$ cat src/rtl/rc_pwm_capture.sv
// Six-channel RC servo PWM high-time capture with per-channel range check and link-loss timeout.
// Optional glitch filter: define RC_GLITCH_FILTER_EN (adds 2 clocks to both edges).
module rc_pwm_capture #(
  parameter int CLK_HZ     = 50_000_000,
  parameter int W          = 12,
  parameter int MIN_US     = 800,
  parameter int MAX_US     = 2200,
  parameter int CENTER_US  = 1500,
  parameter int TIMEOUT_US = 50_000
) (
  input  logic           Clk,
  input  logic           Rst_n,
  input  logic [5:0]     Rec_Pwm,
  output logic [6*W-1:0] Pulse_Width,
  output logic [5:0]     New_Sample,
  output logic [5:0]     Pulse_Err,
  output logic [5:0]     Signal_Lost,
  output logic           All_Lost
);

  localparam int DIV  = CLK_HZ / 1_000_000;
  localparam int PW   = (DIV > 1) ? $clog2(DIV) : 1;
  localparam int TCLG = $clog2(TIMEOUT_US + 1);
  localparam int TW   = (TCLG > 16) ? TCLG : 16;

  typedef enum logic [1:0] {IDLE, HIGH, STUCK} state_t;

  logic [PW-1:0] pre_q;
  logic          tick;

  assign tick = (pre_q == PW'(DIV - 1));

  always_ff @(posedge Clk or negedge Rst_n) begin
    if (!Rst_n) pre_q <= '0;
    else        pre_q <= tick ? '0 : pre_q + PW'(1);
  end

  // Synchronizer and level history reset high: a line that is already high when reset
  // releases is never seen as a rising edge, so a partial pulse cannot be measured.
  logic [5:0] sync1_q, sync2_q, level_q, level_d, rise, fall;

`ifdef RC_GLITCH_FILTER_EN
  logic [5:0] hist1_q, hist2_q, stable;

  assign stable  = ~(sync2_q ^ hist1_q) & ~(hist1_q ^ hist2_q);
  assign level_d = (stable & sync2_q) | (~stable & level_q);

  always_ff @(posedge Clk or negedge Rst_n) begin
    if (!Rst_n) begin
      hist1_q <= '1;
      hist2_q <= '1;
    end else begin
      hist1_q <= sync2_q;
      hist2_q <= hist1_q;
    end
  end
`else
  assign level_d = sync2_q;
`endif

  assign rise = level_d & ~level_q;
  assign fall = ~level_d & level_q;

  always_ff @(posedge Clk or negedge Rst_n) begin
    if (!Rst_n) begin
      sync1_q <= '1;
      sync2_q <= '1;
      level_q <= '1;
    end else begin
      sync1_q <= Rec_Pwm;
      sync2_q <= sync1_q;
      level_q <= level_d;
    end
  end

  for (genvar gi = 0; gi < 6; gi++) begin : g_ch
    state_t         state_q, state_d;
    logic [W-1:0]   wcnt_q, wcnt_d, width_q, width_d, wcnt_inc, wcnt_fin;
    logic [TW-1:0]  tcnt_q, tcnt_d, tcnt_inc;
    logic           ns_q, ns_d, err_q, err_d, lost_q, lost_d, valid, in_range;

    assign wcnt_inc = (wcnt_q == '1) ? wcnt_q : wcnt_q + W'(1);
    // A tick landing on the falling-edge clock still belongs to the pulse.
    assign wcnt_fin = tick ? wcnt_inc : wcnt_q;
    assign in_range = (wcnt_fin >= W'(MIN_US)) && (wcnt_fin <= W'(MAX_US));
    assign tcnt_inc = (tcnt_q == '1) ? tcnt_q : tcnt_q + TW'(1);

    always_comb begin
      state_d = state_q;
      wcnt_d  = wcnt_q;
      width_d = width_q;
      ns_d    = 1'b0;
      err_d   = 1'b0;
      valid   = 1'b0;
      case (state_q)
        IDLE: begin
          if (rise[gi]) begin
            state_d = HIGH;
            wcnt_d  = '0;
          end
        end
        HIGH: begin
          if (fall[gi]) begin
            state_d = IDLE;
            if (in_range) begin
              valid   = 1'b1;
              width_d = wcnt_fin;
              ns_d    = 1'b1;
            end else begin
              err_d = 1'b1;
            end
          end else if (tick) begin
            wcnt_d = wcnt_inc;
            if (wcnt_inc > W'(MAX_US)) begin
              err_d   = 1'b1;
              state_d = STUCK;
            end
          end
        end
        STUCK: begin
          if (fall[gi]) state_d = IDLE;
        end
        default: state_d = IDLE;
      endcase
      tcnt_d = valid ? '0 : (tick ? tcnt_inc : tcnt_q);
      lost_d = valid ? 1'b0 : (lost_q || (tcnt_d >= TW'(TIMEOUT_US)));
    end

    always_ff @(posedge Clk or negedge Rst_n) begin
      if (!Rst_n) begin
        state_q <= IDLE;
        wcnt_q  <= '0;
        width_q <= W'(CENTER_US);
        tcnt_q  <= '0;
        ns_q    <= 1'b0;
        err_q   <= 1'b0;
        lost_q  <= 1'b1;
      end else begin
        state_q <= state_d;
        wcnt_q  <= wcnt_d;
        width_q <= width_d;
        tcnt_q  <= tcnt_d;
        ns_q    <= ns_d;
        err_q   <= err_d;
        lost_q  <= lost_d;
      end
    end

    assign Pulse_Width[gi*W +: W] = width_q;
    assign New_Sample[gi]         = ns_q;
    assign Pulse_Err[gi]          = err_q;
    assign Signal_Lost[gi]        = lost_q;
  end

  assign All_Lost = &Signal_Lost;

endmodule

$ cat config.mk
export PLATFORM = sky130hd
export DESIGN_NAME = rc_pwm_capture
export DESIGN_NICKNAME = d
export VERILOG_FILES = /design/src/rtl/rc_pwm_capture.sv
export SDC_FILE = /design/constraint.sdc
export NUM_CORES = 1
export LEC_CHECK = 0
export ABC_AREA = 1
export CAP_MARGIN = 20
export CORE_AREA = 2 2 229 231
export CTS_CLUSTER_DIAMETER = 100
export DETAILED_ROUTE_END_ITERATION = 16
export DIE_AREA = 0 0 231 233
export DONT_BUFFER_PORTS = 1
export MAX_ROUTING_LAYER = met4
export PLACE_DENSITY = 0.47
export SLEW_MARGIN = 20
export SYNTH_ARGS = -nofsm -noshare
export SYNTH_HDL_FRONTEND = slang
export SYNTH_SLANG_ARGS = --single-unit
export TNS_END_PERCENT = 1
$ cat constraint.sdc
create_clock -name Clk -period 3.11 [get_ports Clk]
set_clock_uncertainty 0.05 [all_clocks]
set_input_delay 0.622 -clock Clk [delete_from_list [all_inputs] [get_ports Clk]]
set_output_delay 0.622 -clock Clk [all_outputs]
set_load 0.02 [all_outputs]
# Word level (Yosys, flattened, before mapping)
# Cells that the tools add are included.
dict set report totals {
  elab_cells 324
  inputBits 8
  out_inout_bits 91
  ff_bits 294
}
dict set report classes {
  n_bitwise 4
  eq_ne 55
  magnitude_cmp 24
  n_mux 139
  addsub 13
  reduce_logical 43
}
# cell n
set op_table {}
lappend op_table {{12-bit two-way mux} 24}
lappend op_table {{16-bit two-way mux} 18}
lappend op_table {{12-bit case mux with 2 select lines} 6}
lappend op_table {{16-bit by 1-bit adder with 16-bit output (second input constant)} 6}
lappend op_table {{16-bit equality test (second input constant)} 6}
lappend op_table {{16-bit greater-or-equal comparator (second input constant)} 6}
lappend op_table {{12-bit by 1-bit adder with 12-bit output (second input constant)} 6}
lappend op_table {{12-bit equality test (second input constant)} 6}
lappend op_table {{12-bit by 10-bit greater-or-equal comparator with 1-bit output (second input constant)} 6}
lappend op_table {{12-bit > comparator (second input constant)} 6}
lappend op_table {{12-bit <= comparator (second input constant)} 6}
lappend op_table {{2-bit two-way mux} 30}
lappend op_table {{1-bit two-way mux} 54}
lappend op_table {{2-bit != test (second input constant)} 18}
lappend op_table {{3-bit != test (second input constant)} 12}
lappend op_table {{2-bit case mux with 3 select lines} 6}
lappend op_table {{3-bit AND reduction} 12}
lappend op_table {{4-bit AND reduction} 6}
lappend op_table {{6-bit AND} 2}
lappend op_table {{2-bit by 1-bit equality test with 1-bit output (second input constant)} 6}
lappend op_table {{2-bit equality test (second input constant)} 6}
lappend op_table {{2-bit logical NOT} 6}
lappend op_table {{6-bit inverter} 2}
lappend op_table {{2-bit nonzero test} 6}
lappend op_table {{6 further kinds} 16}

# Depth between registers and ports, before layout
# Gate-level depths: netlist of run 1.
dict set report depth {
  depth_word 12
  mapped_depth 21
  depth_no_buf 20
}

# Worst setup path after synthesis of run 1
# No wires, ideal clock.
dict set report synth_path {
  path_type {register to register}
  startpoint {register g_ch[2].wcnt_q[0]}
  endpoint {register g_ch[2].width_q[9]}
  t_arrival_ps 2171
  stages_incl_launch_ff 18
  synth_period_minus_slack_ps 2342
  required_time_ps 2939
  setup_time_ps 121
  path_buffers 3
  path_slack_ps 768
  cell_sequence {dfrtp_1 ha_1 nand2_2 nor2_4 nand3_2 buf_6 nand2_2 nand2_1 nand2_1 inv_1 nor3_2 nand3_1 nand2_1 nand3_2 buf_6 buf_6 nand2_1 o21ai_2}
}
dict set report synth_via {
  elab_chain_cells 6
  word_cells_on_any_way 8
  classes_between {1 x add/sub; 2 x order compare; 1 x eq/ne; 2 x mux; 2 x reduce/logical}
}
# item line
set synth_lines {}
lappend synth_lines {{from (decl)} 78} ;# logic [W-1:0] wcnt_q, wcnt_d, width_q, width_d, wcnt_inc, wcnt_fin;
lappend synth_lines {{from (signal assigned)} 140} ;# wcnt_q <= wcnt_d;
lappend synth_lines {{12-bit by 1-bit adder with 12-bit output or 12-bit equality test (tied branches)} 82} ;# assign wcnt_inc = (wcnt_q == '1) ? wcnt_q : wcnt_q + W'(1);
lappend synth_lines {{12-bit two-way mux} 82}
lappend synth_lines {{12-bit two-way mux *} -}
lappend synth_lines {{12-bit by 10-bit greater-or-equal comparator with 1-bit output or 12-bit <= comparator (tied branches)} 85} ;# assign in_range = (wcnt_fin >= W'(MIN_US)) && (wcnt_fin <= W'(MAX_US));
lappend synth_lines {{1-bit logical AND} 85}
lappend synth_lines {{3-bit AND reduction (no source line)} -}
lappend synth_lines {{to (signal assigned)} 133} ;# width_q <= W'(CENTER_US);
lappend synth_lines {{to (signal assigned)} 141} ;# width_q <= width_d;
lappend synth_lines {{to (decl)} 78}
# Every way passes the cells marked *; elsewhere a longest branch is shown, timed or not.
# A chain may end at the register's enable or synchronous reset.

# Final worst setup path of run 1
dict set report layout_path {
  startpoint {register pre_q[1]}
  endpoint {register g_ch[3].width_q[8]}
}
dict set report layout_via {
  elab_chain_cells 5
  word_cells_on_any_way 6
  classes_between {2 x order compare; 1 x eq/ne; 1 x mux; 2 x reduce/logical}
}
# item line
set layout_lines {}
lappend layout_lines {{from (decl)} 28} ;# logic [PW-1:0] pre_q;
lappend layout_lines {{from (signal assigned)} 35} ;# else pre_q <= tick ? '0 : pre_q + PW'(1);
lappend layout_lines {{6-bit equality test *} 31} ;# assign tick = (pre_q == PW'(DIV - 1));
lappend layout_lines {{12-bit two-way mux *} -}
lappend layout_lines {{12-bit by 10-bit greater-or-equal comparator with 1-bit output or 12-bit <= comparator (tied branches)} 85}
lappend layout_lines {{1-bit logical AND} 85}
lappend layout_lines {{3-bit AND reduction (no source line)} -}
lappend layout_lines {{to (signal assigned)} 133}
lappend layout_lines {{to (signal assigned)} 141}
lappend layout_lines {{to (decl)} 78}
# Marks and branches as above.

==> results of run 1 <==
[metrics by stage]
step	setup TNS, ns	total power [W]
5_1_grt	-0.309	0.00935
2_1_floorplan	0	0.00431
4_1_cts	0	0.00915
3_5_place_dp	0	0.00444
6_report	0	0.00896
3_3_place_gp	0	0.00444
[area by class of cell]
type	instances	area share, %
Clock buffer	61	6.03
Clock inverter	9	0.756
Inverter	336	6.53
Multi-Input combinational cell	1624	41.6
Sequential cell	294	38.4
Tap cell	680	4.39
Timing Repair Buffer	45	2.27
[worst paths after layout]
path	from	to	slack, ns	depth (start not counted)
worst max-delay path	pre_q[1]	g_ch[3].width_q[8]	0.19	14
worst min-delay path	Rst_n	g_ch[0].state_q[1]	-0.28	0
worst max register to register	pre_q[1]	g_ch[3].width_q[8]	0.19	14
worst min register to register	sync1_q[4]	level_d[4]	0.30	0
max in group asynchronous	Rst_n	sync1_q[4]	2.84	0
min in group Clk	sync1_q[4]	level_d[4]	0.30	0
[where the power goes]
group	switching [W]	internal, W
clock network	0.00175	0.00283
logic	0.000331	0.000105
registers	0.0000413	0.00390
total	0.00212	0.00684
[registers in the layout, indices dropped and copies added, names as in the netlist, 12 cells and up]
name	flops
g_ch.state_q	12
g_ch.tcnt_q	96
g_ch.wcnt_q	72
g_ch.width_q	72
[placed cells by master (no fill, tap or decap), types with 5 or more instances in the layout]
cell,instances
a21oi_1,37
buf_12,5
buf_4,32
clkbuf_1,11
clkbuf_16,39
clkbuf_8,11
dfrtp_1,228
dfstp_2,66
dlygate4sd3_1,6
ha_1,14
inv_1,326
inv_2,7
nand2_1,666
nand2_2,11
nand3_1,227
nand3_2,7
nand3b_1,7
nand4_1,50
nor2_1,173
nor2_2,9
nor2_4,5
nor3_1,24
o211ai_1,10
o21ai_0,120
o21ai_1,42
o21ai_2,18
o22ai_1,55
o31ai_1,10
or2_1,11
or2_2,10
xnor2_1,17
xor2_1,57
[routing by layer]
| layer | vias up | track usage (%) |
|---|---|---|
| li1 | 7533 | - |
| met1 | 6963 | 22.4 |
| met2 | 244 | 26.4 |
| met3 | 68 | 2.77 |
| met4 | 0 | 5.50 |
| met5 | - | - |
[logic make-up after synthesis]
group           Yosys count  synth area share, %
simple gates           1221                 31.1
buf+inv                 420                 10.5
compound gates          315                 10.6
flops                   294                 43.0
xor+xnor                 74                 3.75
fa+ha+maj                14                 1.01
[what timing repair did]
action,4_1_cts,5_1_grt
hold endpoints to repair,300,294
endpoints found under the setup margin,0,47
setup buffers,0,1
gates resized for setup,0,12
==> results.yml, run 1 <==
status:
  status: "finished, violations left"
  violations: "hold timing"
cells_and_area:
  layout.cells.non_filler: 3049
  multi_input_area_mm2: 0.00807
  fill_cells: 5367
  fin_nets: 2361
  final_cell_area_mm2: 0.0194
  regArea_mm2: 0.00744
  syn2layout_area_growth_pct: 12.1
  utilization_pct: 37.9
  drive_gt1_share_pct: 10.6
  num_antenna_cells: 0
place:
  dpl_worst_slack_ns: 0.0860
  gp_congestion: 0.872
  placed_cell_area_mm2: 0.0179
  hpwl_mm: 30.1
  numPlacedInstances: 2972
  port_buffers: 0
routing:
  remaining_drc_errors: 0
  met3_length_mm: 1.93
  route.met2.wl_mm: 19.5
  dr.pass1.iters: 6
  m1WireLength_mm: 20.9
  ant_nets: 0
  topRoutingLayerUsed: "met4"
  drtIter0Drc: 889
  vias_per_cell: 4.86
  routedWlPerCell_um: 14.3
  routed_wl_mm: 43.5
  vias: 14808
logic_synthesis:
  mappedNetlistArea_mm2: 0.0173
  synth_commonest_cells: "nand2_1, inv_1, dfrtp_1, nand3_1, nor2_1"
  yosysSeqAreaShare_pct: 43.0
  ys_async_sr_fraction_pct: 100
  synth_cell_type_count: 55
  yosysWarnings: 0
  synth_edf_count: 0
  synth.most_common_cell: "nand2_1"
  synthCells: 2338
  synth_nets: 2360
  yosysTopAreaCell: "dfrtp_1"
  synth.avg_cell_area_um2: 7.39
  synthTopCellsByArea: "dfrtp_1, nand2_1, dfstp_2, inv_1, nand3_1"
  synthFlopType: "dfrtp_1"
  synth_top_area_share_pct: 33.0
  synth-seq-cells: 294
grt:
  grt_usage_pct: 16.9
  antenna_found_initial: 0
  grt_pass1_wl_mm: 72.7
  grt_max_degree: 295
  grt_overflow: 0
  grt_pass1_vias: 14266
timing:
  max_freq_mhz: 343
  worst_slack_ns: 0.191
  finalCritPeriodShare_pct: 93.9
  hold_viol: 252
  relSlewSlack_pct: 57.7
  finalSetupViolCount: 0
  min_period_ns: 2.92
  maxSlewViolCount: 0
  worst_slew_pin_slew_ns: 0.629
  hold_ws_ns: -0.278
  rsz0062_at_grt: "true"
worst_setup_path:
  critPathKind: "reg2reg"
  slowest_delay_ns: 0.39
  cp_data_arrival_time_ns: 3.32
  path_max_fanout: 19
  worstSetupStartpointType: "flop"
  critPathSlowestCell: "dfrtp_1"
  end_kind: "flop"
  required_ns: 3.52
  critical_path_buf_inv_count: 5
  cp_top_family: "simple AND/OR/NAND/NOR gates"
  worstPathCellList: "inv_1 > ha_1 > nand2_2 > nor2_8 > clkinv_2 > buf_4 > o21ai_1 > inv_1 > nor2_1 > nand3_1 > nand2_2 > nand3_4 > buf_4 > o21ai_0"
floorplanning:
  rows: 83
  core_area_mm2: 0.0511
  ios: 99
  die_y_um: 233
  fp.dieArea_mm2: 0.0538
  die_x_um: 231
  start_util_pct: 33.8
worst_hold_path:
  min_path_type: "in2async"
clock_tree:
  cts_tree: "done"
  clockBufferDepth: 3
  hold_buffers: 6
  clk_latency_ns: 0.56
  cts_htree_levels: 2
  clkSinkCount: 294
  cts_buffers: 38
  cts-root-buf: "clkbuf_16"
  clk_pin_slew_ns: 0.06
power:
  ir_drop_v: 0.000290
  power.leakage_nw: 9.54
  power_density_mw_per_mm2: 463
job:
  cap_violations: 0
Power figures use the tool's default switching activity.
==> run 2: changes to the inputs <==
--- a/config.mk
+++ b/config.mk
@@ -9,4 +9,5 @@
 export CAP_MARGIN = 20
 export CORE_AREA = 2 2 229 231
+export CTS_BUF_LIST = sky130_fd_sc_hd__clkbuf_16
 export CTS_CLUSTER_DIAMETER = 100
 export DETAILED_ROUTE_END_ITERATION = 16
--- a/constraint.sdc
+++ b/constraint.sdc
@@ -3,3 +3,3 @@
 set_input_delay 0.622 -clock Clk [delete_from_list [all_inputs] [get_ports Clk]]
 set_output_delay 0.622 -clock Clk [all_outputs]
-set_load 0.02 [all_outputs]
+set_load 0.1 [all_outputs]
==> run 2 against run 1 <==
Effect of this change: the run still ends with hold timing left; critical path depth up 2; cell area shrank 0.10%; sequential power grew 1%; global-route usage is 0.18 points lower; worst hold slack improved by 0.012 ns; die area is the same; total power down 6.0%; worst setup slack gained 0.059 ns; via count rose by 0.76%; critical path type unchanged.
==> results.yml, run 2 (synthesis gave the netlist of run 1 again) <==
worst_hold_path:
  min_path_type: "in2async"
timing:
  hold_viol: 230
  finalCritPeriodShare_pct: 91.9
  max_freq_mhz: 350
  rsz0062_at_grt: "true"
  finalSetupViolCount: 0
  worst_slew_pin_slew_ns: 0.991
  maxSlewViolCount: 0
  hold_ws_ns: -0.266
  relSlewSlack_pct: 33.9
  min_period_ns: 2.86
cells_and_area:
  reg_top3: "g_ch.tcnt_q: 96 flops, g_ch.wcnt_q: 72 flops, g_ch.width_q: 72 flops"
  final_cell_mix: "nand2_1, inv_1, dfrtp_1"
  largest_reg_flops: 96
  multi_input_area_mm2: 0.00808
  syn2layout_area_growth_pct: 12.0
  layout.cells.non_filler: 3074
  top_register: "g_ch.tcnt_q"
  fill_cells: 5361
  drive_gt1_share_pct: 11.3
  fin_nets: 2389
  final_cell_area_mm2: 0.0194
  final_common_cell: "nand2_1"
  regArea_mm2: 0.00744
  num_antenna_cells: 0
place:
  hpwl_mm: 30.7
  gp_congestion: 0.868
  numPlacedInstances: 3002
  placed_cell_area_mm2: 0.0181
  port_buffers: 0
floorplanning:
  ios: 99
  core_area_mm2: 0.0511
  fp.dieArea_mm2: 0.0538
  start_util_pct: 33.8
  die_y_um: 233
  rows: 83
  die_x_um: 231
grt:
  met3_usage_pct: 2.59
  grt_usage_pct: 16.7
  grt_max_degree: 295
  grt.busiest_layer: "met2"
  grt_overflow: 0
  grt_util_met1_pct: 22.6
  antenna_found_initial: 0
  use_met2_pct: 25.8
  grt_pass1_wl_mm: 72.3
  grt_pass1_vias: 14237
worst_setup_path:
  end_kind: "flop"
  required_ns: 3.50
  path_max_fanout: 14
  critPathKind: "reg2reg"
  worstSetupStartpointType: "flop"
  cp_data_arrival_time_ns: 3.25
power:
  power.leakage_nw: 9.62
  power_density_mw_per_mm2: 435
  ir_drop_v: 0.000262
  total_power_w: 0.00843
status:
  status: "finished, violations left"
  violations: "hold timing"
clock_tree:
  clk_latency_ns: 0.55
  hold_buffers: 6
  postCtsSetupBuffers: 0
  cts_tree: "done"
  clockBufferDepth: 3
  cts_htree_levels: 2
  cts_buffers: 37
  clkSinkCount: 294
  cts-root-buf: "clkbuf_16"
  clk_pin_slew_ns: 0.06
routing:
  vias_per_cell: 4.85
  routedWlPerCell_um: 14.1
  dr.pass1.iters: 7
  drtIter0Drc: 882
  routed_wl_mm: 43.4
  ant_nets: 0
  vias: 14921
  remaining_drc_errors: 0
job:
  cap_violations: 0
## run 2: final cells by class
cell class | count | share of cell area, %
tap | 680 | 4.40
multi-input combinational | 1624 | 41.8
timing repair buffer | 74 | 3.16
inverter | 336 | 6.52
clock inverter | 29 | 0.944
sequential | 294 | 38.4
clock buffer | 37 | 4.78
## run 2: worst max-delay path, cell delays in order, from the launching register on
cell	delay (ns)
dfrtp_1	0.42
ha_1	0.21
nand2_1	0.10
nor2_4	0.19
nand3_2	0.14
buf_4	0.19
nand3_1	0.09
nand2_1	0.06
o21ai_1	0.17
nand2_1	0.15
nor2_1	0.14
nand3_1	0.09
nand2_1	0.14
nand3_4	0.20
inv_2	0.25
or2_1	0.13
inv_1	0.03
## run 2: final timing paths
kind | startpoint | to | slack (ns) | depth (start not counted)
max in group asynchronous | Rst_n | g_ch[2].wcnt_q[0] | 2.74 | 0
hold / removal | Rst_n | g_ch[5].ns_q | -0.27 | 0
setup reg to reg | g_ch[4].wcnt_q[0] | g_ch[4].tcnt_q[15] | 0.25 | 16
setup / recovery | g_ch[4].wcnt_q[0] | g_ch[4].tcnt_q[15] | 0.25 | 16
hold reg to reg | sync1_q[5] | level_d[5] | 0.30 | 0
min in group Clk | sync1_q[5] | level_d[5] | 0.30 | 0
## run 2: per-stage QoR
| step | util [%] | setup WS [ns] | TNS (ns) |
|---|---|---|---|
| final | 37.9 | 0.250 | 0 |
| after global routing | 37.9 | -0.00187 | -0.00187 |
| after CTS | 37.8 | 0.145 | 0 |
| after detailed placement | 35.5 | 0.171 | 0 |
| after global placement | 35.5 | 0.191 | 0 |
| after floorplan | - | 0.645 | 0 |
## run 2: routing by layer
| metal | up-vias | wire length [µm] |
|---|---|---|
| met2 | 265 | 19700 |
| met1 | 7023 | 20900 |
| li1 | 7572 | - |
| met5 | - | 0 |
| met3 | 61 | 1820 |
| met4 | 0 | 1010 |
## run 2: where the power goes
group / internal (W) / leakage, nW / switching [W]
registers: 0.00390 / 3.85 / 0.0000900
logic: 0.0000996 / 5.19 / 0.000328
clock network: 0.00232 / 0.583 / 0.00169
total: 0.00632 / 9.62 / 0.00211
## run 2: timing repair
action,in CTS,in global routing
setup endpoints to repair,0,80
hold endpoints to repair,300,264
resized for setup,0,10
